<file path="src/rtl/cache_plru_tree_if.sv">
// Access-update, victim-request and flush signals between cache controller and pLRU.
// The master modport is the cache controller; the slave modport is the replacement block.
interface cache_plru_tree_if #(
    parameter int NUM_WAYS = 8,
    parameter int NUM_SETS = 64
);
    localparam int WAY_W = $clog2(NUM_WAYS);
    localparam int SET_W = $clog2(NUM_SETS);

    logic                flush_i;
    logic                busy_o;
    logic                upd_valid_i;
    logic [SET_W-1:0]    upd_set_i;
    logic [WAY_W-1:0]    upd_way_i;
    logic                vic_req_i;
    logic [SET_W-1:0]    vic_set_i;
    logic [NUM_WAYS-1:0] way_valid_i;
    logic                vic_valid_o;
    logic [WAY_W-1:0]    vic_way_o;
    logic [31:0]         upd_cnt_o;
    logic [31:0]         vic_tree_cnt_o;
    logic [31:0]         vic_inv_cnt_o;

    modport master (
        output flush_i, upd_valid_i, upd_set_i, upd_way_i, vic_req_i, vic_set_i, way_valid_i,
        input  busy_o, vic_valid_o, vic_way_o, upd_cnt_o, vic_tree_cnt_o, vic_inv_cnt_o
    );

    modport slave (
        input  flush_i, upd_valid_i, upd_set_i, upd_way_i, vic_req_i, vic_set_i, way_valid_i,
        output busy_o, vic_valid_o, vic_way_o, upd_cnt_o, vic_tree_cnt_o, vic_inv_cnt_o
    );
endinterface

</file>
<file path="src/rtl/cache_plru_tree.sv">
// Tree pseudo-LRU for an N-way cache; victim registered (1 cycle), updates visible next cycle.
// Flush blocks updates/victims for NUM_SETS cycles (busy_o); PLRU_PERF_EN adds perf counters.
module cache_plru_tree #(
    parameter int NUM_WAYS = 8,
    parameter int NUM_SETS = 64,
    parameter int WAY_W    = $clog2(NUM_WAYS),
    parameter int SET_W    = $clog2(NUM_SETS)
) (
    input  logic              clk_i,
    input  logic              rst_ni,
    cache_plru_tree_if.slave  bus
);
    localparam int NODES  = NUM_WAYS - 1;
    localparam int NODE_W = (WAY_W > 1) ? WAY_W : 1;

    typedef enum logic {IDLE, FLUSH} state_t;

    state_t                         state_q, state_d;
    logic [SET_W-1:0]               fcnt_q;
    logic                           busy;
    logic                           flush_start;
    logic                           upd_acc, vic_acc;
    logic [NUM_SETS-1:0][NODES-1:0] tree_q;
    logic [NODES-1:0]               upd_mask, upd_bits, vic_row;
    logic [WAY_W-1:0]               tree_way, inv_way;
    logic                           inv_hit;
    logic                           vic_valid_q;
    logic [WAY_W-1:0]               vic_way_q;
    int unsigned                    unode, vnode;

    always_ff @(posedge clk_i or negedge rst_ni) begin
        if (!rst_ni) state_q <= IDLE;
        else         state_q <= state_d;
    end

    always_comb begin
        state_d = state_q;
        case (state_q)
            IDLE:    if (bus.flush_i) state_d = FLUSH;
            FLUSH:   if (fcnt_q == SET_W'(NUM_SETS - 1)) state_d = IDLE;
            default: state_d = IDLE;
        endcase
    end

    always_comb begin
        busy        = (state_q == FLUSH);
        flush_start = (state_q == IDLE) && bus.flush_i;
    end

    // Counter sits at 0 in IDLE, so entering FLUSH always starts at set 0.
    always_ff @(posedge clk_i or negedge rst_ni) begin
        if (!rst_ni)      fcnt_q <= '0;
        else if (!busy)   fcnt_q <= '0;
        else              fcnt_q <= fcnt_q + SET_W'(1);
    end

    assign upd_acc = bus.upd_valid_i & ~busy;
    assign vic_acc = bus.vic_req_i & ~busy;

    always_comb begin
        upd_mask = '0;
        upd_bits = '0;
        unode    = 0;
        for (int l = 0; l < WAY_W; l++) begin
            upd_mask[unode[NODE_W-1:0]] = 1'b1;
            upd_bits[unode[NODE_W-1:0]] = bus.upd_way_i[WAY_W-1-l];
            unode = 2 * unode + 1 + 32'(bus.upd_way_i[WAY_W-1-l]);
        end
    end

    // Walk away from the most recently used half at every level.
    always_comb begin
        vic_row  = tree_q[bus.vic_set_i];
        tree_way = '0;
        vnode    = 0;
        for (int l = 0; l < WAY_W; l++) begin
            tree_way[WAY_W-1-l] = ~vic_row[vnode[NODE_W-1:0]];
            vnode = 2 * vnode + 1 + 32'(tree_way[WAY_W-1-l]);
        end
    end

    always_comb begin
        inv_hit = ~&bus.way_valid_i;
        inv_way = '0;
        for (int i = NUM_WAYS - 1; i >= 0; i--) begin
            if (!bus.way_valid_i[i]) inv_way = i[WAY_W-1:0];
        end
    end

    always_ff @(posedge clk_i or negedge rst_ni) begin
        if (!rst_ni) begin
            tree_q <= '1;
        end else if (busy) begin
            tree_q[fcnt_q] <= '1;
        end else if (upd_acc) begin
            tree_q[bus.upd_set_i] <= (tree_q[bus.upd_set_i] & ~upd_mask) | (upd_bits & upd_mask);
        end
    end

    always_ff @(posedge clk_i or negedge rst_ni) begin
        if (!rst_ni) begin
            vic_valid_q <= 1'b0;
            vic_way_q   <= '0;
        end else begin
            vic_valid_q <= vic_acc;
            if (vic_acc) vic_way_q <= inv_hit ? inv_way : tree_way;
        end
    end

    assign bus.busy_o      = busy;
    assign bus.vic_valid_o = vic_valid_q;
    assign bus.vic_way_o   = vic_way_q;

`ifdef PLRU_PERF_EN
    logic [31:0] upd_cnt_q, vic_tree_cnt_q, vic_inv_cnt_q;

    always_ff @(posedge clk_i or negedge rst_ni) begin
        if (!rst_ni || flush_start) begin
            upd_cnt_q      <= '0;
            vic_tree_cnt_q <= '0;
            vic_inv_cnt_q  <= '0;
        end else begin
            if (upd_acc && upd_cnt_q != '1)                   upd_cnt_q      <= upd_cnt_q + 32'd1;
            if (vic_acc && !inv_hit && vic_tree_cnt_q != '1) vic_tree_cnt_q <= vic_tree_cnt_q + 32'd1;
            if (vic_acc && inv_hit && vic_inv_cnt_q != '1)   vic_inv_cnt_q  <= vic_inv_cnt_q + 32'd1;
        end
    end

    assign bus.upd_cnt_o      = upd_cnt_q;
    assign bus.vic_tree_cnt_o = vic_tree_cnt_q;
    assign bus.vic_inv_cnt_o  = vic_inv_cnt_q;
`else
    assign bus.upd_cnt_o      = 32'd0;
    assign bus.vic_tree_cnt_o = 32'd0;
    assign bus.vic_inv_cnt_o  = 32'd0;
`endif
endmodule

</file>
<file path="src/flat_wrapper.sv">
// flat-port wrapper written by rule: the top's interface ports become plain ports
module cache_plru_tree_flat 
#(
    parameter int NUM_WAYS = 8,
    parameter int NUM_SETS = 64,
    parameter int WAY_W    = $clog2(NUM_WAYS),
    parameter int SET_W    = $clog2(NUM_SETS)
)
  (clk_i, rst_ni, bus_flush_i, bus_upd_valid_i, bus_upd_set_i, bus_upd_way_i, bus_vic_req_i, bus_vic_set_i, bus_way_valid_i, bus_busy_o, bus_vic_valid_o, bus_vic_way_o, bus_upd_cnt_o, bus_vic_tree_cnt_o, bus_vic_inv_cnt_o);
  cache_plru_tree_if #(.NUM_WAYS(NUM_WAYS), .NUM_SETS(NUM_SETS)) bus_i ();
  input  logic clk_i;
  input  logic rst_ni;
  input wire logic [$bits(bus_i.flush_i)-1:0] bus_flush_i;
  input wire logic [$bits(bus_i.upd_valid_i)-1:0] bus_upd_valid_i;
  input wire logic [$bits(bus_i.upd_set_i)-1:0] bus_upd_set_i;
  input wire logic [$bits(bus_i.upd_way_i)-1:0] bus_upd_way_i;
  input wire logic [$bits(bus_i.vic_req_i)-1:0] bus_vic_req_i;
  input wire logic [$bits(bus_i.vic_set_i)-1:0] bus_vic_set_i;
  input wire logic [$bits(bus_i.way_valid_i)-1:0] bus_way_valid_i;
  output wire logic [$bits(bus_i.busy_o)-1:0] bus_busy_o;
  output wire logic [$bits(bus_i.vic_valid_o)-1:0] bus_vic_valid_o;
  output wire logic [$bits(bus_i.vic_way_o)-1:0] bus_vic_way_o;
  output wire logic [$bits(bus_i.upd_cnt_o)-1:0] bus_upd_cnt_o;
  output wire logic [$bits(bus_i.vic_tree_cnt_o)-1:0] bus_vic_tree_cnt_o;
  output wire logic [$bits(bus_i.vic_inv_cnt_o)-1:0] bus_vic_inv_cnt_o;
  assign bus_i.flush_i = bus_flush_i;
  assign bus_i.upd_valid_i = bus_upd_valid_i;
  assign bus_i.upd_set_i = bus_upd_set_i;
  assign bus_i.upd_way_i = bus_upd_way_i;
  assign bus_i.vic_req_i = bus_vic_req_i;
  assign bus_i.vic_set_i = bus_vic_set_i;
  assign bus_i.way_valid_i = bus_way_valid_i;
  assign bus_busy_o = bus_i.busy_o;
  assign bus_vic_valid_o = bus_i.vic_valid_o;
  assign bus_vic_way_o = bus_i.vic_way_o;
  assign bus_upd_cnt_o = bus_i.upd_cnt_o;
  assign bus_vic_tree_cnt_o = bus_i.vic_tree_cnt_o;
  assign bus_vic_inv_cnt_o = bus_i.vic_inv_cnt_o;
  cache_plru_tree #(.NUM_WAYS(NUM_WAYS), .NUM_SETS(NUM_SETS), .WAY_W(WAY_W), .SET_W(SET_W)) u_core (.clk_i(clk_i), .rst_ni(rst_ni), .bus(bus_i));
endmodule
</file>
<file path="config.mk">
export PLATFORM = sky130hd
export DESIGN_NAME = cache_plru_tree_flat
export DESIGN_NICKNAME = d
export VERILOG_FILES = /design/src/rtl/cache_plru_tree_if.sv /design/src/rtl/cache_plru_tree.sv /design/src/flat_wrapper.sv
export SDC_FILE = /design/constraint.sdc
export NUM_CORES = 1
export LEC_CHECK = 0
export CAP_MARGIN = 20
export CELL_PAD_IN_SITES_DETAIL_PLACEMENT = 0
export CELL_PAD_IN_SITES_GLOBAL_PLACEMENT = 2
export CORE_MARGIN = 2
export CORE_UTILIZATION = 44
export CTS_CLUSTER_DIAMETER = 200
export CTS_CLUSTER_SIZE = 25
export DETAILED_ROUTE_END_ITERATION = 8
export GPL_ROUTABILITY_DRIVEN = 0
export PLACE_DENSITY_LB_ADDON = 0.1
export SLEW_MARGIN = 30
export SYNTH_ARGS = -nofsm -noshare
export SYNTH_HDL_FRONTEND = slang
export SYNTH_SLANG_ARGS = --single-unit
</file>
<file path="constraint.sdc">
create_clock -name clk_i -period 3.69 [get_ports clk_i]
set_input_delay 0.369 -clock clk_i [delete_from_list [all_inputs] [get_ports clk_i]]
set_output_delay 0.369 -clock clk_i [all_outputs]
set_load 0.03 [all_outputs]
</file>
# Word level (Yosys, flattened, before mapping)
# Index checks and enable logic that the tools add are counted.
word_totals:
  input_bits: 28
  reg_bits: 459
classes:
  magnitude_cmp: 11
  bitwise: 12
  n_reduce_logical: 6
  add_sub_neg: 7
  n_eq_ne: 1
  muxes: 34
op_table:
  columns: ["op", "count"]
  rows:
  - ["$mux W448", 2]
  - ["$bwmux W448", 1]
  - ["$or A448 B448 Y448", 1]
  - ["$bmux W7 S6", 2]
  - ["$demux W7 S6", 2]
  - ["$mux W7", 4]
  - ["$mux W3", 9]
  - ["$lt A6 B7 Y1 const B", 3]
  - ["$lt A3 B4 Y1 const B", 4]
  - ["$and A7 B7 Y7", 2]
  - ["$bwmux W7", 2]
  - ["$or A7 B7 Y7", 2]
  - ["$ge A6 B1 Y1 const B", 2]
  - ["$reduce_and A8 Y1", 1]
  - ["$not A7 Y7", 1]
  - ["$add A3 B1 Y3", 2]
  - ["$add A3 B1 Y3 const B", 2]
  - ["$add A6 B1 Y6 const B", 1]
  - ["$bmux W1 S3", 2]
  - ["$demux W1 S3", 2]
  - ["$eq A6 B6 Y1 const B", 1]
  - ["$ge A3 B1 Y1 const B", 2]
  - ["$mux W1", 6]
  - ["$mux W6", 1]
  - ["6 further kinds", 14]

# Logic depth before layout (Yosys ltp)
logic_depth:
  depth_word: 14
  ltp_mapped: 14
  ltp_nobuf: 7

# Least setup slack after synthesis
# Ideal clock, no wire load.
synth_timing:
  path_type: "input port to flip-flop"
  start: "in bus_vic_set_i[0]"
  end: "reg u_core.vic_way_q[0], in the netlist u_core.bus.vic_way_o[0]"
  arrival_time_ns: 2.684
  slack_ns: 0.910
  cell_stages: 12
  setup_time_ns: 0.095
  path_cell_list: "buf_2 > buf_6 > buf_4 > buf_6 > buf_2 > buf_4 > mux4_2 > nand3_1 > o211ai_1 > nor3_1 > o21ai_0 > o31ai_1"
synth_via:
  elab_chain_cells: 12
  word_cells_on_any_way: 13
synth_rtl:
  columns: ["item", "line_no", "text"]
  rows:
  - ["from (decl)", "flat_wrapper.sv:18", "input wire logic [$bits(bus_i.vic_set_i)-1:0] bus_vic_set_i;"]
  - ["$bmux W7 S6 *", "cache_plru_tree.sv:73", "vic_row = tree_q[bus.vic_set_i];"]
  - ["$mux W7 (implied by the code) *", "cache_plru_tree.sv:73", null]
  - ["$not A1 Y1", "cache_plru_tree.sv:77", "tree_way[WAY_W-1-l] = ~vic_row[vnode[NODE_W-1:0]];"]
  - ["$add A1 B1 Y2", "cache_plru_tree.sv:78", "vnode = 2 * vnode + 1 + 32'(tree_way[WAY_W-1-l]);"]
  - ["$bmux W1 S3", "cache_plru_tree.sv:77", null]
  - ["$mux W1 (implied by the code)", "cache_plru_tree.sv:77", null]
  - ["$not A1 Y1", "cache_plru_tree.sv:77", null]
  - ["$add A3 B1 Y3", "cache_plru_tree.sv:78", null]
  - ["$bmux W1 S3 *", "cache_plru_tree.sv:77", null]
  - ["$mux W1 (implied by the code) *", "cache_plru_tree.sv:77", null]
  - ["$not A1 Y1 *", "cache_plru_tree.sv:77", null]
  - ["$mux W3 *", "cache_plru_tree.sv:106", "if (vic_acc) vic_way_q <= inv_hit ? inv_way : tree_way;"]
  - ["to (signal assigned)", "cache_plru_tree.sv:106", null]
  - ["to (decl)", "cache_plru_tree.sv:28", "logic [WAY_W-1:0] vic_way_q;"]
# Mark *: on every way between the ends. The rest lies on a longest branch, timed or not. The select of a mux whose other input is x is not followed.
# A chain may end at the register's enable or synchronous reset.

# Final worst setup path
layout_timing:
  start: "reg u_core.state_q, in the netlist u_core.bus.busy_o"
  end: "reg u_core.tree_q[46] (netlist bit)"
layout_via:
  elab_chain_cells: 3
  word_cells_on_any_way: 4
layout_rtl:
  columns: ["item", "line_no", "text"]
  rows:
  - ["from (decl)", "cache_plru_tree.sv:18", "state_t state_q, state_d;"]
  - ["from (signal assigned)", "cache_plru_tree.sv:33", "else state_q <= state_d;"]
  - ["$not A1 Y1", null, null]
  - ["$and A1 B1 Y1", "cache_plru_tree.sv:57", "assign upd_acc = bus.upd_valid_i & ~busy;"]
  - ["$reduce_bool A2 Y1 (no source line)", null, null]
  - ["to (signal, indexed assignment)", "cache_plru_tree.sv:96", "tree_q[bus.upd_set_i] <= (tree_q[bus.upd_set_i] & ~upd_mask) | (upd_bits & upd_mask);"]
  - ["to (decl)", "cache_plru_tree.sv:23", "logic [NUM_SETS-1:0][NODES-1:0] tree_q;"]
# Several ways; a longest one is shown, not always the timed one.

==> out/metrics.yaml <==
finalSetupViolations: 0
yosys.cell_types.count: 78
path_class: "reg2reg"
grt_max_degree: 86
wire_per_inst_um: 34.68
crit_fanout: 13
die_h_um: 246.7
grt_use_total_pct: 37.17
holdWs_ns: 0.3631
rows: 88
finish.utilization_pct: 48.78
clk-insertion-delay-late_ns: 0.61
worstPathRequired_ns: 4.23
drive_gt1_share_pct: 37.16
h-tree-depth: 1
cp-start-kind: "register"
clk_pin_slew_ns: 0.11
crit_chain: "nor2b_1, nand3_1, o21ai_1, nor2_1, a21oi_2"
synthFlopType: "dfstp_2"
power.leakage_uw: 0.01013
cts.root.buffer_cell: "clkbuf_16"
cts_tree: "built"
layout.nets: 2533
numCtsBuffers: 22
core_sq_um: 57920
drtIter0Drc: 3391
grt_pass1_wl_mm: 161.1
cp_slowest_cell: "o21ai_1"
grt_pass1_vias: 21101
ioPinCount: 129
drv_cap: 0
ant_nets: 0
overflow: 0
place_ws_ns: 0.1235
clock_skew_ns: 0.04511
die_w_um: 246.7
finalCriticalPeriod_ns: 3.239
cts_setup_buffers: 0
postSynthCellCount: 2427
grt_util_met2_pct: 52.86
cp-startpoint: "u_core.bus.busy_o$_DFF_PN0_"
r2r_start: "u_core.bus.busy_o$_DFF_PN0_"
start_util_pct: 44.75
netlist_area_sq_um: 25920
synth_seq_area_share_pct: 46.48
arrival_ns: 3.78
fmax_ghz: 0.3087
ys_ff_latch: 459
fin_tns_setup_ns: 0
drc: 0
grt_antenna_before_repair: 6
slew_headroom_pct: 26.34
clkSinkCount: 459
synth.area.top_cells: "dfstp_2 (45%), mux4_2 (9.2%), nor2_1 (6.0%)"
dp_hpwl_mm: 82.94
status: "finished clean"
clock_path_buffers: 3
synth_top_cell_by_area: "dfstp_2"
rr_worst_depth: 5
worst_pin_slew_ns: 1.098
r2r_slack_ns: 0.45
vias: 22124
synthArstFlopShare_pct: 100.0
met1_usage_pct: 52.19
synthToLayoutAreaGrowth_pct: 8.998
setup_slack_ns: 0.4510
powerDensity_nw_per_um2: 398.1
hp-class: "in2async"
ir_drop_uv: 392.2
wl_mm: 113.3
hold_viol_final: 0
synth_top_area_share_pct: 45.42
synth_edf_count: 0
avgSynthCellArea_sq_um: 10.68
vias_per_cell: 6.770
yosys_warnings: 0
cp-end-kind: "register"
grt_busiest_layer: "met2"
n_antenna_cell: 0
rsz0062_at_grt: "no"
layout_worst_path_cycle_share_pct: 87.78
maxSlewViolCount: 0
reg2reg_to: "u_core.tree_q[46]$_DFFE_PN1P_"
gr-usage-met3_pct: 10.63
n_fill_cell: 5371
cp_slowest_stage_delay_ns: 1.12
die-area_sq_um: 60860
dr.pass1.iters: 6
io_buffers: 32
[report_power, final]
part / internal [uW] / switching, uW
clock: 1150 / 1760
combinational: 783 / 1910
sequential: 5350 / 290
[cell usage after synthesis, types with 55 or more instances]
master	n
dfstp_2	448
nor2_1	417
a21oi_1	224
o22a_1	130
nand2_1	127
a21oi_2	117
a22oi_1	107
buf_4	107
mux4_2	106
clkbuf_1	65
o21ai_1	64
mux2i_1	55
[metal layers]
metal	vias to the layer above	part of all wire, %
li1	8932	-
met1	11348	40
met2	1522	42
met3	314	12
met4	8	5.7
met5	-	0.047
[metrics by stage]
| step | total power, uW | cell area, sq um | cells |
|---|---|---|---|
| after floorplan | 7159 | 26280 | 2522 |
| after CTS | 11190 | 28250 | 3268 |
| after global placement | 8270 | 27630 | 3239 |
| after detailed placement | 8291 | 27630 | 3239 |
| after global routing | 11560 | 28250 | 3268 |
| final | 11250 | 28250 | 3268 |
[critical path: cells and delay by family (launching register included)]
| family | cells | cell delay, ns |
|---|---|---|
| AO/OA/AOI/OAI | 2 | 1.27 |
| flip-flops | 1 | 0.66 |
| AND/OR/NAND/NOR | 3 | 1.26 |
[cell families (layout without fill, tap and decap cells)]
family / after synthesis / count (layout) / share of synthesized area, %
DFF: 459 / 459 / 46.48
and+or+nand+nor: 677 / 677 / 11.20
other: 1 / 96 / 0.01447
xor gates and xnor gates: 3 / 3 / 0.1014
adders and majority gates: 6 / 6 / 0.2896
AOI/OAI and AO/OA: 816 / 816 / 22.73
buffers and inverters: 274 / 255 / 6.541
muxes: 191 / 191 / 12.64
[cell type report]
type,count,area (sq um),area share [%]
Tap cell,765,957.2,3.388
Sequential cell,459,12050,42.64
Multi-Input combinational cell,1789,12580,44.54
Inverter,16,60.06,0.2126
Timing Repair Buffer,211,1998,7.073
Clock buffer,27,590.6,2.090
Clock inverter,1,16.27,0.05758
[sequential cells by signal, indices dropped and copies added (netlist names)]
register and cells:
u_core.tree_q 448, u_core.fcnt_q 6, u_core.bus.vic_way_o 3, u_core.bus.busy_o 1, u_core.bus.vic_valid_o 1
[cells in the final DEF (no fill, tap or decap), types with 22 or more instances in the layout]
master and n:
dfstp_2 448, nor2_1 417, a21oi_1 224, buf_4 151
o22a_1 130, nand2_1 126, a21oi_2 117, a22oi_1 107
mux4_2 106, conb_1 96, o21ai_1 64, mux2i_1 54
a221oi_1 36, buf_12 28, nand3_1 27, a31oi_1 24
clkdlybuf4s50_1 24, clkbuf_16 23, nor2b_1 22, a22o_1 22
[how the worst max path moves through the flow]
| stage | cells after the start | slack (ns) | endpoint |
|---|---|---|---|
| final | 5 | 0.45 | u_core.tree_q[46]$_DFFE_PN1P_ |
| after global routing | 5 | 0.44 | u_core.tree_q[47]$_DFFE_PN1P_ |
| after CTS | 5 | 0.66 | u_core.tree_q[46]$_DFFE_PN1P_ |
| after detailed placement | 11 | 0.12 | u_core.tree_q[221]$_DFFE_PN1P_ |
| after global placement | 11 | 0.13 | u_core.tree_q[221]$_DFFE_PN1P_ |
| after floorplan | 12 | 0.91 | u_core.bus.vic_way_o[0]$_DFFE_PN0P_ |
[what timing repair did]
action                                 4_1_cts  5_1_grt
hold buffers                                 1        0
endpoints found under the hold margin        1        0
resized for setup                            0        0
(Power assumes the default switching activity.)
